===== config.mk =====
export PLATFORM = sky130hd
export DESIGN_NAME = jk_bank_arbiter_flat
export DESIGN_NICKNAME = d
export VERILOG_FILES = /design/src/rtl/jk_bank_arbiter_if.sv /design/src/rtl/jk_bank_arbiter.sv /design/src/flat_wrapper.sv
export SDC_FILE = /design/constraint.sdc
export NUM_CORES = 1
export LEC_CHECK = 0
export ABC_AREA = 1
export CAP_MARGIN = 20
export CORE_AREA = 3 3 54 56
export CTS_BUF_LIST = sky130_fd_sc_hd__clkbuf_4 sky130_fd_sc_hd__clkbuf_8
export DETAILED_ROUTE_END_ITERATION = 10
export DIE_AREA = 0 0 57 59
export PLACE_DENSITY = 0.66
export SLEW_MARGIN = 20
export SYNTH_ARGS = -nofsm -noshare
export SYNTH_HDL_FRONTEND = slang
export SYNTH_SLANG_ARGS = --single-unit

===== constraint.sdc =====
create_clock -name clk -period 2.31 [get_ports clk]
set_input_delay 0.462 -clock clk [delete_from_list [all_inputs] [get_ports clk]]
set_output_delay 0.462 -clock clk [all_outputs]
set_load 0.01 [all_outputs]

===== src/rtl/jk_bank_arbiter_if.sv =====
// Command/response bundle between two JK command requesters and the bank arbiter.
// The master side issues commands; the slave side owns the bank and reports completion.
interface jk_bank_arbiter_if #(
  parameter int WIDTH = 8,
  parameter int IDXW  = 3
);
  logic            req0_valid;
  logic [1:0]      req0_op;
  logic [IDXW-1:0] req0_idx;
  logic            req0_ready;

  logic            req1_valid;
  logic [1:0]      req1_op;
  logic [IDXW-1:0] req1_idx;
  logic            req1_ready;

  logic [WIDTH-1:0] q;
  logic             done;
  logic             done_owner;
  logic             err;

  modport master (
    output req0_valid, req0_op, req0_idx,
    input  req0_ready,
    output req1_valid, req1_op, req1_idx,
    input  req1_ready,
    input  q, done, done_owner, err
  );

  modport slave (
    input  req0_valid, req0_op, req0_idx,
    output req0_ready,
    input  req1_valid, req1_op, req1_idx,
    output req1_ready,
    output q, done, done_owner, err
  );
endinterface


===== src/rtl/jk_bank_arbiter.sv =====
// Two-requester round-robin arbiter that owns a bank of WIDTH JK cells.
// A granted command is latched in IDLE and applied to its cell during the following APPLY cycle.
module jk_bank_arbiter #(
  parameter int WIDTH = 8,
  parameter int IDXW  = 3
) (
  input  logic               clk,
  input  logic               rst,
  jk_bank_arbiter_if.slave   bus
);

  typedef enum logic {
    IDLE  = 1'b0,
    APPLY = 1'b1
  } state_t;

  state_t           state_q;
  logic             prio_q;
  logic [1:0]       op_q;
  logic [IDXW-1:0]  idx_q;
  logic             owner_q;
  logic [WIDTH-1:0] q_q;
  logic [WIDTH-1:0] q_d;
  logic             done_q;
  logic             done_owner_q;
  logic             err_q;

  logic             grant0;
  logic             grant1;
  logic             idx_oob;

  function automatic logic jk_next(input logic [1:0] op, input logic cur);
    logic nxt;
    case (op)
      2'b01:   nxt = 1'b0;
      2'b10:   nxt = 1'b1;
      2'b11:   nxt = ~cur;
      default: nxt = cur;
    endcase
    return nxt;
  endfunction

  // Readies depend only on state, prio and the valids, so a requester can
  // change op/idx freely without affecting who is granted.
  assign grant0 = (state_q == IDLE) && bus.req0_valid && (!bus.req1_valid || !prio_q);
  assign grant1 = (state_q == IDLE) && bus.req1_valid && (!bus.req0_valid ||  prio_q);

  assign idx_oob = (32'(idx_q) >= 32'(WIDTH));

  for (genvar gi = 0; gi < WIDTH; gi++) begin : g_cell
    logic hit;
    assign hit     = (idx_q == IDXW'(gi));
    assign q_d[gi] = hit ? jk_next(op_q, q_q[gi]) : q_q[gi];
  end

  always_ff @(posedge clk) begin
    if (!rst) begin
      state_q      <= IDLE;
      prio_q       <= 1'b0;
      op_q         <= 2'b00;
      idx_q        <= '0;
      owner_q      <= 1'b0;
      q_q          <= '0;
      done_q       <= 1'b0;
      done_owner_q <= 1'b0;
      err_q        <= 1'b0;
    end else begin
      done_q <= 1'b0;
      err_q  <= 1'b0;
      case (state_q)
        IDLE: begin
          if (grant0 || grant1) begin
            op_q    <= grant1 ? bus.req1_op  : bus.req0_op;
            idx_q   <= grant1 ? bus.req1_idx : bus.req0_idx;
            owner_q <= grant1;
            prio_q  <= grant0;
            state_q <= APPLY;
          end
        end
        APPLY: begin
          // An out-of-range index matches no cell, so q_d equals q_q.
          q_q          <= q_d;
          done_q       <= 1'b1;
          done_owner_q <= owner_q;
          err_q        <= idx_oob;
          state_q      <= IDLE;
        end
        default: state_q <= IDLE;
      endcase
    end
  end

  assign bus.req0_ready = grant0;
  assign bus.req1_ready = grant1;
  assign bus.q          = q_q;
  assign bus.done       = done_q;
  assign bus.done_owner = done_owner_q;
  assign bus.err        = err_q;

endmodule


===== src/flat_wrapper.sv =====
// flat-port wrapper written by rule: the top's interface ports become plain ports
module jk_bank_arbiter_flat 
#(
  parameter int WIDTH = 8,
  parameter int IDXW  = 3
)
  (clk, rst, bus_req0_valid, bus_req0_op, bus_req0_idx, bus_req0_ready, bus_req1_valid, bus_req1_op, bus_req1_idx, bus_req1_ready, bus_q, bus_done, bus_done_owner, bus_err);
  jk_bank_arbiter_if #(.WIDTH(WIDTH), .IDXW(IDXW)) bus_i ();
  input  logic clk;
  input  logic rst;
  input wire logic [$bits(bus_i.req0_valid)-1:0] bus_req0_valid;
  input wire logic [$bits(bus_i.req0_op)-1:0] bus_req0_op;
  input wire logic [$bits(bus_i.req0_idx)-1:0] bus_req0_idx;
  output wire logic [$bits(bus_i.req0_ready)-1:0] bus_req0_ready;
  input wire logic [$bits(bus_i.req1_valid)-1:0] bus_req1_valid;
  input wire logic [$bits(bus_i.req1_op)-1:0] bus_req1_op;
  input wire logic [$bits(bus_i.req1_idx)-1:0] bus_req1_idx;
  output wire logic [$bits(bus_i.req1_ready)-1:0] bus_req1_ready;
  output wire logic [$bits(bus_i.q)-1:0] bus_q;
  output wire logic [$bits(bus_i.done)-1:0] bus_done;
  output wire logic [$bits(bus_i.done_owner)-1:0] bus_done_owner;
  output wire logic [$bits(bus_i.err)-1:0] bus_err;
  assign bus_i.req0_valid = bus_req0_valid;
  assign bus_i.req0_op = bus_req0_op;
  assign bus_i.req0_idx = bus_req0_idx;
  assign bus_req0_ready = bus_i.req0_ready;
  assign bus_i.req1_valid = bus_req1_valid;
  assign bus_i.req1_op = bus_req1_op;
  assign bus_i.req1_idx = bus_req1_idx;
  assign bus_req1_ready = bus_i.req1_ready;
  assign bus_q = bus_i.q;
  assign bus_done = bus_i.done;
  assign bus_done_owner = bus_i.done_owner;
  assign bus_err = bus_i.err;
  jk_bank_arbiter #(.WIDTH(WIDTH), .IDXW(IDXW)) u_core (.clk(clk), .rst(rst), .bus(bus_i));
endmodule

* After elaboration in Yosys (flattened, before gate mapping)
Cells that the tools add are included.
Cells by class: $add $sub $neg 0, multiply operators 0, div/mod/pow operators 0, magnitude comparators 0, equal/unequal tests 10, shift-type cells 0, mux-type cells 13, bitwise gates (word level) 9, reduce and logical (&&, ||, !) cells 21
Operators with widths (count):
- $pmux W1 S3 | 8
- $reduce_and A3 Y1 | 8
- $eq A3 B3 Y1 const B | 4
- $not A1 Y1 | 9
- $eq A3 B2 Y1 const B | 2
- $eq A2 B2 Y1 const B | 2
- $logic_and A1 B1 Y1 | 4
- $eq A3 B1 Y1 const B | 1
- $logic_not A1 Y1 | 3
- $logic_not A3 Y1 | 1
- $logic_or A1 B1 Y1 | 3
- $mux W3 | 1
- $reduce_bool A3 Y1 | 1
- $eq A2 B1 Y1 const B | 1
- $mux W1 | 2
- $mux W2 | 1
- $pmux W1 S2 | 1
- $reduce_and A2 Y1 | 1
Word-level totals: flip-flop bits (word level) 18, bits in latches 0, memory bits (writable) 0, bits in read-only memories 0, input port bits 14, output and inout bits 13, logic and storage cells 68, memories kept 0

* Logic depth before layout (Yosys ltp)
word-level depth 6, gate-level depth with buffers 7, depth with buffers taken out 6

* Least setup slack after synthesis
OpenSTA, ideal clock, no wires.
kind input port to output port, start point input bus_req1_valid, end point output bus_req1_ready, data arrival time 0.826 ns, data required time 1.848 ns, setup slack 1.022 ns, stages 5, buffers on the path 1, path through inv_2 nor2_4 nand2_2 buf_6 inv_1
On the way: longest elaborated chain between the ends 2
RTL lines:
- start: declaration | line flat_wrapper.sv:15 | input wire logic [$bits(bus_i.req1_valid)-1:0] bus_req1_valid;
- $logic_and A1 B1 Y1 (2 in series) | line jk_bank_arbiter.sv:46 | assign grant1 = (state_q == IDLE) && bus.req1_valid && (!bus.req0_valid || prio_q);
- end: declaration | line flat_wrapper.sv:18 | output wire logic [$bits(bus_i.req1_ready)-1:0] bus_req1_ready;
Every way passes these cells.

* Worst setup path after layout
Ends and elaborated chain as after synthesis.

==> flow_metrics.py <==
metrics = {
    "floorplan": {
        "fp.dieW_um": 57,
        "dieHeight_um": 59,
        "start_util_pct": 39.5,
        "core.rowCount": 18,
        "core_um2": 2480,
        "io_pins": 27,
        "die_area_um2": 3360,
    },
    "pwr": {
        "peakVddDrop_mv": 0.293,
        "p_sw_share_pct": 28.0,
        "p_switching_w": 0.000191,
        "pwr-share-seq_pct": 51.8,
        "p_int_w": 0.000489,
        "comb_power_share_pct": 20.2,
        "power_density_nw_per_um2": 528,
        "p_clk_share_pct": 28.0,
        "leakage_nw": 0.600,
    },
    "placement": {
        "gp_congestion": 0.792,
        "dpl.hpwl_mm": 1.57,
        "port_buffers": 25,
    },
    "worst_setup_path": {
        "required_ns": 1.85,
        "reg2reg_to": "u_core.bus.q[6]$_SDFFE_PN0P_",
        "cp_max_fo": 2,
        "reg2reg_from": "u_core.state_q$_SDFF_PP0_",
        "critPathCaptureType": "output pin",
        "r2r_slack_ns": 1.05,
        "endpoint": "bus_req1_ready",
        "worstSetupStartpointType": "primary input",
        "ff2ff_path_depth": 5,
        "crit_type": "primary input to output pin",
        "crit_start": "bus_req1_valid",
        "cp.arrival_ns": 1.73,
    },
    "run_status": {
        "status": "completed",
    },
    "global_route": {
        "grt_pass1_vias": 850,
        "grt_pass1_wl_mm": 3.38,
        "grt_max_degree": 12,
        "grt_usage_pct": 12.5,
        "gr-total-overflow": 0,
        "antenna_found_initial": 0,
    },
    "timing": {
        "finalSetupViolations": 0,
        "fin_crit_ns": 2.19,
        "setup_tns_ns": 0,
        "final_max_slew_viol_count": 0,
        "max_freq_mhz": 456,
        "period_share_pct": 94.9,
        "finClkSkew_ns": 0.00411,
        "grt_setup_unrepaired": "no",
        "finalHoldViolCount": 0,
    },
    "cells_and_area": {
        "syn2layout_area_growth_pct": 31.3,
        "diodes": 0,
        "drive_above_1_share_pct": 10.5,
        "fin_nets": 196,
        "multiInputGateArea_um2": 479,
        "nFillCells": 266,
        "seq_area_um2": 360,
        "post-route-util_pct": 51.9,
    },
    "cts": {
        "ctsHoldBuffers": 0,
        "htreeDepth": 1,
        "cts.sinks": 18,
        "clkTransAtPathRegs_ns": 0.10,
        "cts_root_buffer": "clkbuf_4",
        "cts_setup_buffers": 0,
        "clock_latency_ns": 0.29,
        "cts_buffers": 3,
        "cts_tree": "yes",
        "post_cts_resized": 0,
        "clock_path_buffers": 2,
    },
    "yosys": {
        "yosys-top-cells-area": "dfxtp_1 (37%), nand2_1 (16%), nor2_1 (14%)",
        "synth_edf_count": 0,
        "synth-async-reset-ratio_pct": 0,
        "ys_types": 20,
        "synthTopCellsByCount": "nand2_1 (41), nor2_1 (36), inv_1 (20), dfxtp_1 (18), nand4_1 (6)",
        "synth_most_common_cell": "nand2_1",
        "yosys.area.top_type": "dfxtp_1",
        "yosysWarnings": 0,
        "ys_seq_elements": 18,
        "ys_seq_area_share_pct": 36.8,
        "synth.avg_cell_area_um2": 6.36,
        "netlist_area_um2": 980,
        "synth_top_area_share_pct": 36.8,
        "synth_cells": 154,
        "syn-num-nets": 168,
        "ys.flop_type": "dfxtp_1",
    },
    "detailed_routing": {
        "wl_per_cell_um": 9.26,
        "drcViolationCount": 0,
        "drt-pass1-iter-count": 4,
        "num_vias": 952,
        "postRouteWirelength_mm": 1.95,
        "vias_per_cell": 4.51,
        "ant_nets": 0,
        "drt_iter0_drc": 30,
    },
    "flow_run": {
        "maxCapViolCount": 0,
    },
    "min_path": {
        "hold_path_class": "register to register",
        "hp-start": "u_core.owner_q$_SDFFE_PN0P_",
    },
}
## sequential cells by signal, indices dropped and copies added, names as in the netlist
register	flops
u_core.prio_q	1
u_core.idx_q	3
u_core.bus.done_owner	1
u_core.bus.q	8
u_core.bus.done	1
u_core.op_q	2
u_core.state_q	1
u_core.owner_q	1
## metal layers
layer / vias to the layer above / part of all wire, % / GRT usage (%)
met1: 398 / 45 / 14.9
li1: 517 / - / -
met4: 0 / 0.61 / 4.97
met3: 2 / 7.4 / 2.61
met2: 35 / 47 / 22.0
met5: - / 0 / 0
## worst min-delay path by stage
stage	end	slack (ns)	depth (start not counted)
floorplan	u_core.owner_q$_SDFFE_PN0P_	0.44	2
global placement	u_core.owner_q$_SDFFE_PN0P_	0.46	2
detailed placement	u_core.owner_q$_SDFFE_PN0P_	0.46	2
CTS	u_core.owner_q$_SDFFE_PN0P_	0.47	2
global route	u_core.owner_q$_SDFFE_PN0P_	0.50	2
finish	u_core.owner_q$_SDFFE_PN0P_	0.47	2
## critical path, cell delays in order
cell             delay (ns)
clkdlybuf4s50_1        0.50
inv_2                  0.06
nor2_4                 0.08
nand2_2                0.06
inv_1                  0.05
clkdlybuf4s50_1        0.53
## cells in the final DEF, fill, tap and decap left out, drive strengths merged
cell type      count
a21oi              3
buf                4
clkbuf             4
clkdlybuf4s50     24
conb               1
dfxtp             18
dlymetal6s2s       1
inv               24
nand2             44
nand3              4
nand4              6
nor2              39
o21ai              8
o22ai              1
## layout make-up
type | instances | share of cell area, %
Clock buffer | 4 | 2.82
Inverter | 24 | 7.00
Multi-Input combinational cell | 106 | 37.3
Sequential cell | 18 | 28.0
Tap cell | 30 | 2.92
Timing Repair Buffer | 29 | 22.0
## through the flow
step	instance area [um^2]	hold WS, ns	power [W]	setup WS, ns	instances
2_1_floorplan	980	0.440	0.000447	1.02	154
3_3_place_gp	1250	0.456	0.000495	0.0962	207
3_5_place_dp	1250	0.455	0.000498	0.0583	207
4_1_cts	1280	0.473	0.000691	0.0563	211
5_1_grt	1290	0.500	0.000721	0.0608	211
6_report	1290	0.472	0.000680	0.117	211
## logic make-up (layout without fill, tap and decap cells)
group           Yosys count  count (layout)  share of synthesized area (%)
other cells               1               1                          0.383
flops                    18              18                           36.8
buf+inv                  30              57                           14.3
simple gates             93              93                           41.1
compound gates           12              12                           7.41
## power groups by stage
stage	Sequential [W]	Clock (W)	Combinational (W)
3_3_place_gp	0.000359	0	0.000136
5_1_grt	0.000356	0.000210	0.000155
3_5_place_dp	0.000359	0	0.000139
2_1_floorplan	0.000347	0	0.0000998
4_1_cts	0.000352	0.000200	0.000139
6_report	0.000352	0.000190	0.000137
Power figures use the tool's default switching activity.
